`src/rtl/vga_pkg.sv`:
```
// Shared types, timing constants and helpers for the VGA image window renderer.
package vga_pkg;

  // Compositing modes; RSVD renders like SINGLE.
  typedef enum logic [1:0] {
    SINGLE = 2'd0,
    SPLIT  = 2'd1,
    DIFF   = 2'd2,
    RSVD   = 2'd3
  } mode_e;

  // Visible area of the 640x480 timing the counters run in.
  localparam int H_VISIBLE = 640;
  localparam int V_VISIBLE = 480;

  // Expand a pix_w-bit gray value (held in the low bits of pix) to 8 bits:
  // left-justify and fill the low bits by repeating the value from its MSB.
  function automatic logic [7:0] gray_expand(input logic [7:0] pix, input int pix_w);
    logic [7:0] res;
    int         src;
    res = 8'h00;
    for (int i = 0; i < 8; i++) begin
      src = pix_w - 1 - (i % pix_w);
      res[7 - i] = pix[src[2:0]];
    end
    return res;
  endfunction

endpackage

```
`src/rtl/vga_flag_delay.sv`:
```
// Fixed-depth shift register carrying per-pixel flags alongside the memory read.
module vga_flag_delay #(
  parameter int DEPTH = 2,
  parameter int WIDTH = 2
) (
  input  logic             clk_25,
  input  logic             rst_n,
  input  logic [WIDTH-1:0] d_i,
  output logic [WIDTH-1:0] q_o
);

  logic [WIDTH-1:0] stage_q [DEPTH];

  // Shift the flags one stage per pixel clock.
  always_ff @(posedge clk_25 or negedge rst_n) begin
    if (!rst_n) begin
      for (int i = 0; i < DEPTH; i++) begin
        stage_q[i] <= '0;
      end
    end else begin
      stage_q[0] <= d_i;
      for (int i = 1; i < DEPTH; i++) begin
        stage_q[i] <= stage_q[i - 1];
      end
    end
  end

  assign q_o = stage_q[DEPTH - 1];

endmodule

```
`src/rtl/vga_image_window.sv`:
```
// Grayscale image window: shared frame-buffer address generation, latency-matched
// flag pipeline and compositing of up to four sources into r/g/b.
module vga_image_window
  import vga_pkg::*;
#(
  parameter int IMG_WIDTH  = 400,
  parameter int IMG_HEIGHT = 400,
  parameter int H_START    = 120,
  parameter int V_START    = 40,
  parameter int SCALE_LOG2 = 0,
  parameter int PIX_W      = 8,
  parameter int ADDR_W     = 19,
  parameter int NUM_SRC    = 2,
  parameter int MEM_LAT    = 1
) (
  input  logic                     clk_25,
  input  logic                     rst_n,
  input  logic [9:0]               hs,
  input  logic [9:0]               vs,
  input  logic [1:0]               mode,
  input  logic [1:0]               src_sel,
  input  logic [NUM_SRC*PIX_W-1:0] pixel_data,
  output logic [ADDR_W-1:0]        pixel_address,
  output logic [7:0]               r,
  output logic [7:0]               g,
  output logic [7:0]               b,
  output logic                     in_window,
  output logic                     frame_start
);

  localparam int WIN_W     = IMG_WIDTH << SCALE_LOG2;
  localparam int WIN_H     = IMG_HEIGHT << SCALE_LOG2;
  localparam int SPLIT_COL = H_START + ((IMG_WIDTH / 2) << SCALE_LOG2);
  localparam int CW        = (SCALE_LOG2 > 0) ? SCALE_LOG2 : 1;
  localparam int PAD_W     = 4 * PIX_W;
  localparam logic [CW-1:0] SUB_MAX = CW'((1 << SCALE_LOG2) - 1);

  // Frame configuration
  mode_e       mode_q;
  logic [1:0]  src_sel_q;
  logic        armed_q;
  logic        frame_start_q;
  logic        cfg_latch_s;

  // Address generation
  logic [ADDR_W-1:0] addr_q, addr_d;
  logic [ADDR_W-1:0] cur_q, cur_d;
  logic [ADDR_W-1:0] row_q, row_d;
  logic [CW-1:0]     hsub_q, hsub_d;
  logic [CW-1:0]     vsub_q, vsub_d;
  logic              in_win_s, origin_s, last_col_s, right_s;

  // Output stage
  logic [1:0]       dly_flags_s;
  logic [PAD_W-1:0] data_pad_s;
  logic [PIX_W-1:0] src0_s, src1_s, diff_s, single_s, pix_s;
  logic [7:0]       gray_q;
  logic             in_window_q;

  assign cfg_latch_s = (hs == 10'd0) && (vs == 10'd0);

  // Latch mode/source at frame start so a frame is never rendered with mixed settings.
  always_ff @(posedge clk_25 or negedge rst_n) begin
    if (!rst_n) begin
      mode_q        <= SINGLE;
      src_sel_q     <= 2'd0;
      armed_q       <= 1'b0;
      frame_start_q <= 1'b0;
    end else if (cfg_latch_s) begin
      mode_q        <= mode_e'(mode);
      src_sel_q     <= src_sel;
      armed_q       <= 1'b1;
      frame_start_q <= 1'b1;
    end else begin
      frame_start_q <= 1'b0;
    end
  end

  // Classify the current counter position against the window and its split line.
  always_comb begin
    in_win_s   = armed_q &&
                 (int'(hs) >= H_START) && (int'(hs) < H_START + WIN_W) &&
                 (int'(vs) >= V_START) && (int'(vs) < V_START + WIN_H);
    origin_s   = (int'(hs) == H_START) && (int'(vs) == V_START);
    last_col_s = (int'(hs) == H_START + WIN_W - 1);
    right_s    = in_win_s && (int'(hs) >= SPLIT_COL);
  end

  // Incremental address walk: hsub/vsub count pixel and row repeats when upscaling.
  always_comb begin
    logic [ADDR_W-1:0] eff_addr, eff_row;
    logic [CW-1:0]     eff_hsub, eff_vsub;
    eff_addr = origin_s ? '0 : cur_q;
    eff_row  = origin_s ? '0 : row_q;
    eff_hsub = origin_s ? '0 : hsub_q;
    eff_vsub = origin_s ? '0 : vsub_q;
    addr_d   = '0;
    cur_d    = cur_q;
    row_d    = row_q;
    hsub_d   = hsub_q;
    vsub_d   = vsub_q;
    if (in_win_s) begin
      addr_d = eff_addr;
      if (last_col_s) begin
        hsub_d = '0;
        if (eff_vsub == SUB_MAX) begin
          vsub_d = '0;
          row_d  = eff_row + ADDR_W'(IMG_WIDTH);
          cur_d  = eff_row + ADDR_W'(IMG_WIDTH);
        end else begin
          vsub_d = eff_vsub + CW'(1);
          row_d  = eff_row;
          cur_d  = eff_row;
        end
      end else begin
        row_d  = eff_row;
        vsub_d = eff_vsub;
        if (eff_hsub == SUB_MAX) begin
          hsub_d = '0;
          cur_d  = eff_addr + ADDR_W'(1);
        end else begin
          hsub_d = eff_hsub + CW'(1);
          cur_d  = eff_addr;
        end
      end
    end else begin
      addr_d = '0;
    end
  end

  // Register the read address and the walk state.
  always_ff @(posedge clk_25 or negedge rst_n) begin
    if (!rst_n) begin
      addr_q <= '0;
      cur_q  <= '0;
      row_q  <= '0;
      hsub_q <= '0;
      vsub_q <= '0;
    end else begin
      addr_q <= addr_d;
      cur_q  <= cur_d;
      row_q  <= row_d;
      hsub_q <= hsub_d;
      vsub_q <= vsub_d;
    end
  end

  // Window and split flags arrive at the output stage together with the memory data.
  vga_flag_delay #(
    .DEPTH (MEM_LAT + 1),
    .WIDTH (2)
  ) u_flag_delay (
    .clk_25 (clk_25),
    .rst_n  (rst_n),
    .d_i    ({right_s, in_win_s}),
    .q_o    (dly_flags_s)
  );

  // Pick or combine the returned source pixels according to the frame's mode.
  always_comb begin
    data_pad_s = PAD_W'(pixel_data);
    src0_s     = data_pad_s[0 +: PIX_W];
    src1_s     = data_pad_s[PIX_W +: PIX_W];
    diff_s     = (src0_s >= src1_s) ? (src0_s - src1_s) : (src1_s - src0_s);
    single_s   = src0_s;
    for (int k = 0; k < NUM_SRC; k++) begin
      if (src_sel_q == 2'(k)) begin
        single_s = data_pad_s[k*PIX_W +: PIX_W];
      end
    end
    case (mode_q)
      SPLIT:   pix_s = (NUM_SRC > 1 && dly_flags_s[1]) ? src1_s : src0_s;
      DIFF:    pix_s = (NUM_SRC > 1) ? diff_s : src0_s;
      default: pix_s = single_s;
    endcase
  end

  // Output register: gray level inside the window, black elsewhere.
  always_ff @(posedge clk_25 or negedge rst_n) begin
    if (!rst_n) begin
      gray_q      <= 8'h00;
      in_window_q <= 1'b0;
    end else if (dly_flags_s[0]) begin
      gray_q      <= gray_expand(8'(pix_s), PIX_W);
      in_window_q <= 1'b1;
    end else begin
      gray_q      <= 8'h00;
      in_window_q <= 1'b0;
    end
  end

  assign pixel_address = addr_q;
  assign r             = gray_q;
  assign g             = gray_q;
  assign b             = gray_q;
  assign in_window     = in_window_q;
  assign frame_start   = frame_start_q;

endmodule

```
`config.mk`:
```
export PLATFORM = sky130hd
export DESIGN_NAME = vga_image_window
export DESIGN_NICKNAME = d
export VERILOG_FILES = /design/src/rtl/vga_pkg.sv /design/src/rtl/vga_flag_delay.sv /design/src/rtl/vga_image_window.sv
export SDC_FILE = /design/constraint.sdc
export NUM_CORES = 1
export LEC_CHECK = 0
export BUFFER_PORTS_ARGS = -buffer_cell sky130_fd_sc_hd__clkbuf_2
export CELL_PAD_IN_SITES_DETAIL_PLACEMENT = 1
export CELL_PAD_IN_SITES_GLOBAL_PLACEMENT = 1
export CORE_ASPECT_RATIO = 0.5
export CORE_MARGIN = 1
export CORE_UTILIZATION = 30
export DETAILED_ROUTE_END_ITERATION = 10
export PLACE_DENSITY_LB_ADDON = 0.12
export SYNTH_ARGS = -nofsm -noshare
export SYNTH_HDL_FRONTEND = slang
export SYNTH_SLANG_ARGS = --single-unit
```
`constraint.sdc`:
```
create_clock -name clk_25 -period 2.7 [get_ports clk_25]
set_clock_uncertainty 0.2 [all_clocks]
set_input_delay 0.54 -clock clk_25 [delete_from_list [all_inputs] [get_ports clk_25]]
set_output_delay 0.54 -clock clk_25 [all_outputs]
set_load 0.05 [all_outputs]
```
==> results.toml <==
[detailed_routing]
dr_wl_met3_um = 406
vias = 5063
drc_errors = 0
drt_wl_total_um = 17300
first_iter_violations = 189
ant_nets = 0
wire_per_inst_um = 17.9
met1Wirelength_um = 8190
dr.pass1.iters = 5
top_layer = "met4"
vias_per_cell = 5.22
wl_met2_um = 8470

[setup_path]
r2r_cells = 6
cp_num_buf_inv = 1
r2r-end = "cur_q[17]"
worst_setup_path_start_kind = "primary input"
slowest_stage = "or3_4"
critPathKind = "in -> reg"
crit_fanout = 7
endpoint_kind = "register"
r2r-start = "cur_q[1]"
path_cells = "buf_6, nand4_1, or3_4, or2_4, and2_4, ha_4, a211o_1, and3_4, o211ai_1, xnor2_1, a22oi_1, o2bb2ai_1"
path_delay_family = "simple AND/OR/NAND/NOR gates"
cpPeakStageDelay_ns = 0.39
arrival_ns = 2.76
cp.required_ns = 2.72
rrSetupSlack_ns = 0.46

[hold_path]
min_path_type = "reg -> reg"
hold_path_depth = 0
hp-start = "u_flag_delay.stage_q[3]"
holdPathEnd = "u_flag_delay.q_o[1]"

[power]
finalPower_w = 0.00267
leakage_nw = 3.19
vdd_drop_max_uv = 334
power_density_nw_per_um2 = 396

[sta]
rsz0062_at_grt = "true"
finalHoldViolations = 0
tightestPinTransition_ns = 0.714
fin_crit_ns = 2.74
drv_slew = 0
slew_headroom_pct = 52.4
worst_hold_slack_ns = 0.145
finalSetupTns_ns = -0.0361
period_share_pct = 101
setup_slack_ns = -0.0361
clock.fmax_mhz = 365
setup_viol = 1

[layout]
layout_commonest_cell = "buf_4"
fin_util_pct = 40.5
layout_common_cells = "92 x buf_4, 80 x clkbuf_2, 77 x dfrtp_1"
antenna_cells = 0
syn_to_final_growth_pct = 29.7
drive_gt1_share_pct = 30.5
fin_nets = 800

[yosys]
synth-compound-area-share_pct = 21.7
synth-edff-count = 0
post_synth.cell_area_avg_um2 = 8.71
synth_mux_area_share_pct = 3.13
yosys_warnings = 0
syn_inst = 597
yosys.area_share.simple_pct = 22.2
synthFlopType = "dfrtp_1"
synthAdderAreaFrac_pct = 5.34
async_reset_ff_share_pct = 100
yosysUniqueCellTypes = 72
ys_ff_latch = 77
syn_nets = 660
synth_area_um2 = 5200
synth_top_family_by_area = "simple AND/OR/NAND/NOR gates"
ys_seq_area_share_pct = 37.1
synth_xor_xnor_area_share_pct = 2.36

[clock_network]
numCtsBuffers = 9
clk_pin_slew_worst_paths_ns = 0.06
clkSinkCount = 77
insertion_delay_ns = 0.35
clk_path_buf_depth = 2
cts_tree = "built"
root_buffer = "clkbuf_16"
cts_max_level = 3

[global_route]
grt_pass1_wl_um = 28200
gr-total-overflow = 0
grt_pass1_vias = 5348
track_usage_pct = 20.2
grt_max_degree = 29
antenna_found_initial = 0

[die]
initial_utilization_pct = 31.2
fp.dieW_um = 188
die_height_um = 95.1
io-pin-count = 87
dieArea_um2 = 17900
fp.coreArea_um2 = 16600
rows = 33

[placed_design]
finalWeightedCongestion = 0.888
post-place-ws_ns = -0.514
portBuffers = 86
place_hpwl_um = 13300

[run_status]
status = "complete, but fails checks"
violations = "setup timing"

[flow_run]
cap_viol_max_count = 0
## stage by stage
step / instances / instance area, µm²
after global routing: 969 / 6740
after detailed placement: 952 / 6390
after global placement: 952 / 6390
after CTS: 969 / 6690
after floorplan: 597 / 5270
final: 969 / 6740
## what timing repair did
| action | 4_1_cts | 5_1_grt |
|---|---|---|
| hold buffers | 1 | 0 |
| pin swaps | 1 | 13 |
| hold endpoints to repair | 18 | 0 |
| setup buffers | 0 | 0 |
| endpoints found under the setup margin | 9 | 12 |
| gates resized for setup | 2 | 15 |
## final cells by class
| cell class | count | area (µm²) |
|---|---|---|
| fillers | 2023 | 9900 |
| inverters | 36 | 135 |
| repair buffers | 179 | 1180 |
| well taps | 227 | 284 |
| flip-flops and latches | 77 | 1930 |
| multi-input cells | 434 | 2940 |
| clock inverters | 6 | 46.3 |
| clock buffers | 10 | 229 |
## metal layers
metal  vias up  track usage [%]
li1       2445                -
met1      2524             25.5
met2        74             35.9
met3        20             3.20
met4         0             5.83
met5         -                0
## report_power, final
group | switching, W | total [W] | internal (W) | leakage (nW)
Combinational | 0.000194 | 0.000360 | 0.000167 | 2.02
Sequential | 0.0000000185 | 0.00115 | 0.00115 | 1.04
Clock | 0.000522 | 0.00115 | 0.000630 | 0.129
Total | 0.000715 | 0.00267 | 0.00195 | 3.19
## synth_stat cells (10+ instances only)
cell / n / area [µm²]
dfrtp_1: 77 / 1930
nand2_1: 57 / 214
o21ai_0: 56 / 280
inv_1: 36 / 135
nor2_1: 34 / 128
a21oi_1: 33 / 165
and3_1: 20 / 125
ha_1: 19 / 238
nand3_1: 19 / 95.1
buf_4: 18 / 135
clkbuf_1: 15 / 56.3
mux2i_1: 14 / 140
nor3_1: 13 / 65.1
buf_2: 12 / 60.1
a31oi_1: 11 / 68.8
and2_1: 10 / 62.6
nand4_1: 10 / 62.6
nor4_1: 10 / 62.6
xnor2_1: 10 / 87.6
## how the worst max path moves through the flow
stage	cells after the start	to	slack [ns]	start
after floorplan	14	cur_q[14]	-0.45	hs[6]
after global placement	12	row_q[18]	-0.45	hs[6]
after detailed placement	12	cur_q[14]	-0.51	hs[6]
after CTS	12	cur_q[14]	-0.06	vs[9]
after global routing	12	cur_q[14]	-0.13	hs[3]
final	12	cur_q[14]	-0.04	hs[3]
## cell families (layout without fill, tap and decap cells)
group	Yosys count	count (layout)
DFF	77	77
AOI/OAI and AO/OA	173	173
muxes	16	16
buffers and inverters	86	231
and+or+nand+nor	210	210
adders and majority gates	21	21
xor gates and xnor gates	14	14
## sequential cells by signal, indices dropped and copies added (netlist names)
name and count:
u_flag_delay.q_o 2, pixel_address 19, armed_q 1, in_window 1, mode_q 2, row_q 19
src_sel_q 2, frame_start 1, vsub_q 1, cur_q 19, b 8, u_flag_delay.stage_q 2
(Power assumes the default switching activity.)
